`src/rtl/vm_pkg.sv`:
```
// Shared vending-machine definitions: coin codes, coin values, credit widths
// and the per-line debounce state encoding.
package vm_pkg;

    // Coin code carried through the intake FIFO into the datapath adder select.
    typedef enum logic [1:0] {
        COIN_1  = 2'b00,
        COIN_2  = 2'b01,
        COIN_10 = 2'b10,
        COIN_20 = 2'b11
    } coin_code_t;

    // Per-line debounce states.
    typedef enum logic [1:0] {
        DEB_IDLE  = 2'b00,
        DEB_COUNT = 2'b01,
        DEB_HELD  = 2'b10
    } deb_state_t;

    localparam int COIN_VAL_1  = 1;
    localparam int COIN_VAL_2  = 2;
    localparam int COIN_VAL_10 = 10;
    localparam int COIN_VAL_20 = 20;

    // Credit register width in the datapath, and the width used for pending credit.
    localparam int CREDIT_W = 7;
    localparam int PEND_W   = 8;

    // Value in units of a coin code, sized for pending-credit arithmetic.
    function automatic logic [PEND_W-1:0] coin_val(input logic [1:0] code);
        case (code)
            2'b00:   return PEND_W'(COIN_VAL_1);
            2'b01:   return PEND_W'(COIN_VAL_2);
            2'b10:   return PEND_W'(COIN_VAL_10);
            default: return PEND_W'(COIN_VAL_20);
        endcase
    endfunction

endpackage

```
`src/rtl/coin_debounce.sv`:
```
// One coin line: 2-flop synchroniser followed by a debounce FSM that emits a
// single qualify strobe once the synced line has been high DEB_CYC cycles.
module coin_debounce
    import vm_pkg::*;
#(
    parameter int DEB_CYC = 4
) (
    input  logic CLK,
    input  logic RST_N,
    input  logic coin_raw,
    output logic qual
);

    localparam int CNT_W = $clog2(DEB_CYC + 1);
    localparam logic [CNT_W-1:0] CNT_LAST = CNT_W'(DEB_CYC - 1);

    logic             sync_1;
    logic             sync_2;
    deb_state_t       state;
    deb_state_t       state_nxt;
    logic [CNT_W-1:0] cnt;
    logic [CNT_W-1:0] cnt_nxt;
    logic             qual_nxt;

    // Synchronise the asynchronous coin line before anything looks at it.
    always_ff @(posedge CLK or negedge RST_N) begin
        // NOTE: non-blocking assignments let sync_2 take the old sync_1, forming a real two-stage chain.
        if (!RST_N) begin
            sync_1 <= 1'b0;
            sync_2 <= 1'b0;
        end else begin
            sync_1 <= coin_raw;
            sync_2 <= sync_1;
        end
    end

    // Debounce state, run-length counter and registered qualify strobe.
    always_ff @(posedge CLK or negedge RST_N) begin
        if (!RST_N) begin
            state <= DEB_IDLE;
            cnt   <= '0;
            qual  <= 1'b0;
        end else begin
            state <= state_nxt;
            cnt   <= cnt_nxt;
            qual  <= qual_nxt;
        end
    end

    // Count consecutive synced-high cycles; strobe once on entry to HELD.
    always_comb begin
        // NOTE: every output gets a default first so no path leaves a value unassigned (no latches).
        state_nxt = state;
        cnt_nxt   = cnt;
        qual_nxt  = 1'b0;
        unique case (state)
            DEB_IDLE: begin
                if (sync_2) begin
                    if (DEB_CYC <= 1) begin
                        state_nxt = DEB_HELD;
                        qual_nxt  = 1'b1;
                    end else begin
                        state_nxt = DEB_COUNT;
                        cnt_nxt   = CNT_W'(1);
                    end
                end
            end
            DEB_COUNT: begin
                if (!sync_2) begin
                    state_nxt = DEB_IDLE;
                    cnt_nxt   = '0;
                end else if (cnt == CNT_LAST) begin
                    state_nxt = DEB_HELD;
                    cnt_nxt   = '0;
                    qual_nxt  = 1'b1;
                end else begin
                    cnt_nxt = cnt + 1'b1;
                end
            end
            DEB_HELD: begin
                if (!sync_2) state_nxt = DEB_IDLE;
            end
            default: begin
                state_nxt = DEB_IDLE;
                cnt_nxt   = '0;
            end
        endcase
    end

endmodule

```
`src/rtl/coin_intake.sv`:
```
// Coin intake: four debounced coin lines, jam detection, and a small FIFO of
// coin codes handed to the credit controller with a valid/ready handshake.
// Optional feature macro COIN_REFUND_EN: refuse coins that would push pending
// credit over CREDIT_MAX and pulse REFUND instead of queueing them.
module coin_intake
    import vm_pkg::*;
#(
    parameter int DEPTH      = 4,
    parameter int DEB_CYC    = 4,
    parameter int CREDIT_MAX = 20
) (
    input  logic                CLK,
    input  logic                RST_N,
    input  logic [3:0]          COIN,
    input  logic [CREDIT_W-1:0] CREDIT,
    input  logic                ADD_READY,
    output logic                ADD_VALID,
    output logic [1:0]          ADD_SEL,
    output logic                FULL,
    output logic                DROP,
    output logic                JAM,
    output logic                REFUND,
    output logic [1:0]          REFUND_SEL
);

    localparam int PTR_W = $clog2(DEPTH);
    localparam int OCC_W = $clog2(DEPTH) + 1;
    localparam logic [OCC_W-1:0] OCC_FULL = OCC_W'(DEPTH);

    logic [3:0]       qual;
    logic [2:0]       qual_cnt;
    coin_code_t       qual_code;
    logic             cand_vld;
    coin_code_t       cand_code;
    logic             jam_q;
    logic             drop_q;

    logic [1:0]       mem [DEPTH];
    logic [PTR_W-1:0] wr_ptr;
    logic [PTR_W-1:0] rd_ptr;
    logic [OCC_W-1:0] occ;
    logic [1:0]       head_code;
    logic             fifo_full;
    logic             fifo_valid;
    logic             pop;
    logic             push_req;
    logic             push;
    logic             drop_now;
    logic             refund_now;

    for (genvar g = 0; g < 4; g++) begin : g_line
        coin_debounce #(
            .DEB_CYC (DEB_CYC)
        ) u_deb (
            .CLK      (CLK),
            .RST_N    (RST_N),
            .coin_raw (COIN[g]),
            .qual     (qual[g])
        );
    end

    // Count simultaneous qualify strobes and encode the (single) strobing line.
    always_comb begin
        qual_cnt  = 3'd0;
        qual_code = COIN_1;
        for (int i = 0; i < 4; i++) begin
            if (qual[i]) begin
                qual_cnt  = qual_cnt + 3'd1;
                qual_code = coin_code_t'(i[1:0]);
            end
        end
    end

    // Candidate stage: a lone strobe becomes a push candidate, several become a jam.
    always_ff @(posedge CLK or negedge RST_N) begin
        if (!RST_N) begin
            cand_vld  <= 1'b0;
            cand_code <= COIN_1;
            jam_q     <= 1'b0;
        end else begin
            cand_vld  <= (qual_cnt == 3'd1);
            cand_code <= qual_code;
            jam_q     <= (qual_cnt > 3'd1);
        end
    end

    assign fifo_full  = (occ == OCC_FULL);
    assign fifo_valid = (occ != '0);
    assign head_code  = mem[rd_ptr];
    assign pop        = fifo_valid && ADD_READY;
    assign push_req   = cand_vld && !refund_now;
    // A pop in the same cycle frees the slot, so a full FIFO still accepts.
    assign push       = push_req && (!fifo_full || pop);
    assign drop_now   = push_req && !push;

`ifdef COIN_REFUND_EN
    logic [PEND_W-1:0] queued_sum;
    logic [PEND_W-1:0] pending;
    logic [PEND_W:0]   with_coin;
    logic [PEND_W-1:0] push_val;
    logic [PEND_W-1:0] pop_val;
    logic              refund_q;
    logic [1:0]        refund_sel_q;

    // Pending credit is the datapath credit plus everything still queued.
    assign pending    = PEND_W'(CREDIT) + queued_sum;
    assign with_coin  = {1'b0, pending} + {1'b0, coin_val(cand_code)};
    assign refund_now = cand_vld && (with_coin > (PEND_W + 1)'(CREDIT_MAX));
    assign push_val   = push ? coin_val(cand_code) : '0;
    assign pop_val    = pop ? coin_val(head_code) : '0;

    // Running sum of queued coin values, tracking every push and pop.
    always_ff @(posedge CLK or negedge RST_N) begin
        if (!RST_N) queued_sum <= '0;
        else        queued_sum <= queued_sum + push_val - pop_val;
    end

    // Refund pulse carrying the rejected coin's code.
    always_ff @(posedge CLK or negedge RST_N) begin
        if (!RST_N) begin
            refund_q     <= 1'b0;
            refund_sel_q <= 2'b00;
        end else begin
            refund_q     <= refund_now;
            refund_sel_q <= refund_now ? cand_code : 2'b00;
        end
    end

    assign REFUND     = refund_q;
    assign REFUND_SEL = refund_sel_q;
`else
    // No ceiling check in this build; over-limit credit is the datapath's concern.
    logic unused_credit;
    assign unused_credit = ^{CREDIT, 1'(CREDIT_MAX)};
    assign refund_now    = 1'b0;
    assign REFUND        = 1'b0;
    assign REFUND_SEL    = 2'b00;
`endif

    // Coin storage.
    always_ff @(posedge CLK) begin
        // NOTE: the storage array is deliberately not reset; ADD_SEL is gated by occupancy so stale entries never reach the port.
        if (push) mem[wr_ptr] <= cand_code;
    end

    // Pointers wrap naturally modulo DEPTH; occupancy follows push/pop.
    always_ff @(posedge CLK or negedge RST_N) begin
        if (!RST_N) begin
            wr_ptr <= '0;
            rd_ptr <= '0;
            occ    <= '0;
        end else begin
            if (push) wr_ptr <= wr_ptr + 1'b1;
            if (pop)  rd_ptr <= rd_ptr + 1'b1;
            case ({push, pop})
                2'b10:   occ <= occ + 1'b1;
                2'b01:   occ <= occ - 1'b1;
                default: occ <= occ;
            endcase
        end
    end

    // Drop pulse for a coin that found the FIFO full with no pop.
    always_ff @(posedge CLK or negedge RST_N) begin
        if (!RST_N) drop_q <= 1'b0;
        else        drop_q <= drop_now;
    end

    assign ADD_VALID = fifo_valid;
    assign ADD_SEL   = fifo_valid ? head_code : 2'b00;
    assign FULL      = fifo_full;
    assign DROP      = drop_q;
    assign JAM       = jam_q;

endmodule

```
`config.mk`:
```
export PLATFORM = sky130hd
export DESIGN_NAME = coin_intake
export DESIGN_NICKNAME = d
export VERILOG_FILES = /design/src/rtl/vm_pkg.sv /design/src/rtl/coin_debounce.sv /design/src/rtl/coin_intake.sv
export SDC_FILE = /design/constraint.sdc
export NUM_CORES = 1
export LEC_CHECK = 0
export CAP_MARGIN = 10
export CELL_PAD_IN_SITES_DETAIL_PLACEMENT = 1
export CELL_PAD_IN_SITES_GLOBAL_PLACEMENT = 1
export CORE_UTILIZATION = 40
export CTS_BUF_LIST = sky130_fd_sc_hd__clkbuf_8
export DETAILED_ROUTE_END_ITERATION = 8
export DONT_BUFFER_PORTS = 1
export PLACE_DENSITY_LB_ADDON = 0.1
export SKIP_LAST_GASP = 1
export SLEW_MARGIN = 20
export SYNTH_ARGS = -nofsm -noshare
export SYNTH_HDL_FRONTEND = slang
export SYNTH_SLANG_ARGS = --single-unit
```
`constraint.sdc`:
```
create_clock -name CLK -period 3.5 [get_ports CLK]
set_input_delay 0.875 -clock CLK [delete_from_list [all_inputs] [get_ports CLK]]
set_output_delay 0.875 -clock CLK [all_outputs]
set_load 0.01 [all_outputs]
```
Word-level counts from Yosys, hierarchy flattened
Memories as Yosys holds them, arrays and structs flattened.
Cells that the tools add are included.
{"block": "totals", "mem_bits_rw": 8, "mem_count": 1, "wordCells": 151, "register_bits": 44, "out_inout_bits": 9}
{"memory": "mem", "depth": 4, "word_bits": 2, "rd": 1, "rd_clocked_by_memory_dff": 0, "wr": 1, "line_no": "coin_intake.sv:38", "rtl": "logic [1:0] mem [DEPTH];"}
{"block": "classes", "bitwise": 4, "eq_ne": 28, "mux": 59, "add_sub_neg": 11, "order_cmp": 1, "n_reduce_logical": 20}
{"operator": "3-bit 2-to-1 mux", "n": 15}
{"operator": "2-bit 2-to-1 mux", "n": 19}
{"operator": "3-bit case mux with 3 select lines", "n": 4}
{"operator": "3-bit by 1-bit adder with 3-bit output (second input constant)", "n": 8}
{"operator": "2-bit case mux with 3 select lines", "n": 4}
{"operator": "1-bit 2-to-1 mux", "n": 16}
{"operator": "3-bit by 2-bit == test with 1-bit output (second input constant)", "n": 4}
{"operator": "3-bit inequality test (second input constant)", "n": 4}
{"operator": "3-bit AND reduction", "n": 4}
{"operator": "2-bit by 1-bit == test with 1-bit output (second input constant)", "n": 5}
{"operator": "2-bit == test (second input constant)", "n": 5}
{"operator": "2-bit zero test", "n": 4}
{"operator": "2-bit by 1-bit inequality test with 1-bit output (second input constant)", "n": 4}
{"operator": "2-bit inequality test (second input constant)", "n": 4}
{"operator": "2-bit AND reduction", "n": 4}
{"operator": "3-bit case mux with 2 select lines", "n": 1}
{"operator": "2-bit by 1-bit adder with 2-bit output (second input constant)", "n": 2}
{"operator": "1-bit NOT", "n": 4}
{"operator": "3-bit by 1-bit == test with 1-bit output (second input constant)", "n": 1}
{"operator": "3-bit == test (second input constant)", "n": 1}
{"operator": "3-bit by 1-bit greater-than comparator with 1-bit output (second input constant)", "n": 1}
{"operator": "1-bit logical AND", "n": 3}
{"operator": "3-bit nonzero test", "n": 1}
{"operator": "3-bit by 1-bit subtractor with 3-bit output (second input constant)", "n": 1}
{"operator": "other kinds (3)", "n": 4}

Logic depth before layout (Yosys ltp)
{"block": "depth", "ltp_word": 8, "mapped_depth": 8, "ltp_nobuf": 7}

Hierarchy
From an unflattened synthesis, not the netlist that was laid out.
{"block": "hier_totals", "hier_cells": 200, "hier_area_um2": 2449.8}
{"mod": "coin_debounce", "cells_each": 25, "instances": 4, "area_each_um2": 317.8}
{"mod": "coin_intake", "cells_each": 100, "instances": 1, "area_each_um2": 1178.6}

Worst setup path after synthesis
Ideal clock, no wire load.
{"block": "synth_path", "path_kind": "input to register", "from": "in ADD_READY", "to": "reg occ[2]", "arrival_time_ps": 2221, "path_stages": 7, "slack_ps": 1153, "path_buffers": 1, "cell_sequence": "clkbuf_8 > nand2_2 > or2_2 > fa_1 > nor2b_1 > a21oi_1 > a221o_1"}
{"block": "synth_via", "elab_chain_len": 5, "elab_cells_between_ends": 7, "cone_classes": "eq/ne: 2; mux: 1; reduce/logical: 4"}
{"element": "start: declaration", "line_no": "coin_intake.sv:16", "rtl": "input logic ADD_READY,"}
{"element": "1-bit logical AND *", "line_no": "coin_intake.sv:90", "rtl": "assign pop = fifo_valid && ADD_READY;"}
{"element": "1-bit logical OR", "line_no": "coin_intake.sv:93", "rtl": "assign push = push_req && (!fifo_full || pop);"}
{"element": "1-bit logical AND", "line_no": "coin_intake.sv:93"}
{"element": "2-bit by 1-bit == test with 1-bit output or 2-bit == test (tied branches)", "line_no": "coin_intake.sv:155", "rtl": "case ({push, pop})"}
{"element": "3-bit case mux with 2 select lines or 2-bit nonzero test (tied branches)"}
{"element": "end signal: assignment", "line_no": "coin_intake.sv:156", "rtl": "2'b10: occ <= occ + 1'b1;"}
{"element": "end signal: assignment", "line_no": "coin_intake.sv:157", "rtl": "2'b01: occ <= occ - 1'b1;"}
{"element": "end: declaration", "line_no": "coin_intake.sv:41", "rtl": "logic [OCC_W-1:0] occ;"}
Mark *: on every way between the ends. The rest lies on a longest branch, timed or not.
A chain may end at the register's enable or synchronous reset.

Worst setup path in the final report
{"block": "layout_path", "from": "reg occ[1]", "to": "out ADD_SEL[0]"}
{"block": "layout_via", "elab_chain_len": 2}
{"element": "3-bit nonzero test", "line_no": "coin_intake.sv:88", "rtl": "assign fifo_valid = (occ != '0);"}
{"element": "via ADD_VALID", "line_no": "coin_intake.sv:17", "rtl": "output logic ADD_VALID,"}
{"element": "2-bit 2-to-1 mux", "line_no": "coin_intake.sv:170", "rtl": "assign ADD_SEL = fifo_valid ? head_code : 2'b00;"}
{"element": "end: declaration", "line_no": "coin_intake.sv:18", "rtl": "output logic [1:0] ADD_SEL,"}
The timed path passes the listed nets, and every way through them passes these cells.

==> flow_metrics.tcl <==
set metrics [dict create \
    yosysWarnings 0 \
    synth_xor_area_share_pct 2.53 \
    rows 28 \
    postCtsSetupBuffers 0 \
    grt_pass1_vias 1552 \
    crit_path_start_kind "flop" \
    period_share_pct 69.5 \
    dr_total_vias 1456 \
    rr_worst_depth 7 \
    skew_ps 7.79 \
    ys_ff_latch 52 \
    antenna_found_initial 0 \
    via_per_inst 5.26 \
    grt_max_degree 45 \
    cts_sinks 52 \
    avgSynthCellArea_um2 12.2 \
    dp_hpwl_mm 2.95 \
    synth_edf_count 8 \
    initial_utilization_pct 41.2 \
    synth.most_common_cell "dfrtp_1" \
    cts_max_path_buffers 2 \
    worst-path-max-fanout 7 \
    syn_inst 199 \
    cp.required_ps 2620 \
    outcome "completed" \
    slew_violations 0 \
    synth-simple-area-share_pct 18.1 \
    numCtsBuffers 5 \
    async_flop_share_pct 84.6 \
    grt-ovfl-total 0 \
    grt_first_pass_wirelength_mm 7.34 \
    max-cap-violations 0 \
    synth_mux_area_share_pct 4.12 \
    ff2ff_setup_slack_ps 1200 \
    fin_crit_ps 2430 \
    p_leak_nw 1.12 \
    drcViolationCount 0 \
    synth_ff_type "dfrtp_1" \
    htree_levels 2 \
    path_cells "or3_1 > and2_2" \
    die-area_um2 6380 \
    yosysTopAreaCell "dfrtp_1" \
    synth-compound-area-share_pct 9.74 \
    io_pins 23 \
    cellPowerDensity_nw_per_um2 665 \
    holdCritPathClass "primary input to asynchronous set/reset pin" \
    yosysSeqAreaShare_pct 55.3 \
    cp_top_family "simple AND/OR/NAND/NOR gates" \
    cts_tree "built" \
    yosys.cell_types.count 50 \
    ff_latch_area_um2 1340 \
    yosys.area.top_type_share_pct 45.4 \
    r2r_start "occ[1]" \
    arrival_ps 1560 \
    layout-drive-gt1-share_pct 10.4 \
    gp_congestion 0.741 \
    critPathBufInv 0 \
    die_x_um 79.9 \
    whs_ps 255 \
    setup_viol 0 \
    core_um2 5890 \
    place.port_buffers 0 \
    setup_tns_ps 0 \
    worstSetupPathType "flop to output port" \
    synthTopCellsByCount "dfrtp_1, ha_1, nor2_1" \
    die_y_um 79.9 \
    fill_cells 641 \
    n_antenna_cell 0 \
    cpMaxStageDelayCell "or3_1" \
    wire_per_inst_um 14.8 \
    root_buffer "clkbuf_8" \
    ir_worst_vdd_v 0.000247 \
    clkTransAtPathRegs_ps 90 \
    synthAdderAreaFrac_pct 6.49 \
    synth_area_um2 2430 \
    synth.area.top_cells "dfrtp_1, edfxtp_1, ha_1" \
    clock_latency_ps 300 \
    area_growth_syn_to_layout_pct 6.39 \
    cts_hold_buf 0 \
    cts_resized 0 \
    finalHoldViolations 0 \
    drt_iter0_markers 31 \
    multi_input_area_um2 1010 \
    crit_cells 2 \
    rsz0062_at_grt "no" \
    synth_top_family_by_area "simple AND/OR/NAND/NOR gates" \
    timing.fmax_mhz 411 \
    ant_nets 0 \
    first_pass_iters 4 \
    fin_nets 227 \
    cpPeakStageDelay_ps 530 \
    critPathCaptureType "output port" \
    cp-startpoint "occ[1]" \
    groute.usage.overall_pct 15.1 \
    total_power_mw 1.72 \
    wirelength_mm 4.11 \
]
[power by group]
group	internal (mW)	leakage (nW)	switching, mW
combinational	0.242	0.435	0.220
sequential	0.724	0.634	0.129
clock	0.212	0.0541	0.191
[registers in the layout, indices dropped and copies added, names as in the netlist]
register and count:
wr_ptr 2, occ 3, cand_vld 1, DROP 1, g_line.u_deb.cnt 12, g_line.u_deb.qual 4, cand_code 2, JAM 1
g_line.u_deb.sync_1 4, mem 8, g_line.u_deb.state 8, rd_ptr 2, g_line.u_deb.sync_2 4
[per-layer routing]
metal / share of wire, % / vias to the layer above / GRT usage, % / wire length (µm)
met5: 0 / - / 0 / 0
met4: 1.2 / 0 / 4.29 / 51
met3: 3.2 / 5 / 3.77 / 132
met2: 53 / 17 / 27.3 / 2190
met1: 42 / 741 / 17.7 / 1730
li1: - / 693 / - / -
[stage by stage]
stage               utilization (%)  area, µm²  instances  worst slack [ps]
finish                         43.9       2580        277              1070
global route                   43.9       2580        277              1010
CTS                            43.9       2580        277              1050
detailed placement             42.0       2470        269              1200
global placement               42.0       2470        269              1230
floorplan                         -       2430        201              1150
[cells by family (layout without fill, tap and decap cells)]
kind of cell / count (synthesis) / after routing
flops: 52 / 52
mux: 7 / 7
fa+ha+maj: 12 / 12
xor+xnor: 7 / 7
other cells: 1 / 3
simple gates: 70 / 70
compound gates: 35 / 35
buf+inv: 15 / 16
[worst register-to-register path, delay by kind of cell, from the launching register on]
family / cells / cell delay (ps)
AND/OR/NAND/NOR: 3 / 770
AO/OA/AOI/OAI: 3 / 540
flip-flops: 1 / 480
adder cells (fa/ha/maj): 1 / 430
[layout make-up]
cell class	count	area share (%)
flip-flops and latches	52	51.9
multi-input cells	134	39.0
well taps	75	3.63
clock buffers	5	2.66
clock inverters	3	1.65
inverters	8	1.16
[worst paths after layout]
kind | to
hold reg to reg | g_line[0].u_deb.sync_2
hold / removal | occ[2]
min in group CLK | g_line[0].u_deb.sync_2
setup / recovery | ADD_SEL[0]
max in group asynchronous | g_line[3].u_deb.qual
setup reg to reg | occ[1]
[cell usage in the layout, fill, tap and decap left out, types with 3 or more instances in the layout]
cell type,n
mux2i_1,4
nor3b_1,5
nor2_1,11
o21a_1,8
inv_1,8
nand2_1,6
edfxtp_1,8
ha_1,11
and2_1,10
xnor2_1,4
xor2_1,3
clkbuf_8,5
nor2b_1,9
nand3b_1,6
nand3_1,4
o21ai_0,7
dfrtp_1,44
a21oi_1,6
conb_1,3
nand2b_1,4
(Power assumes the default switching activity.)
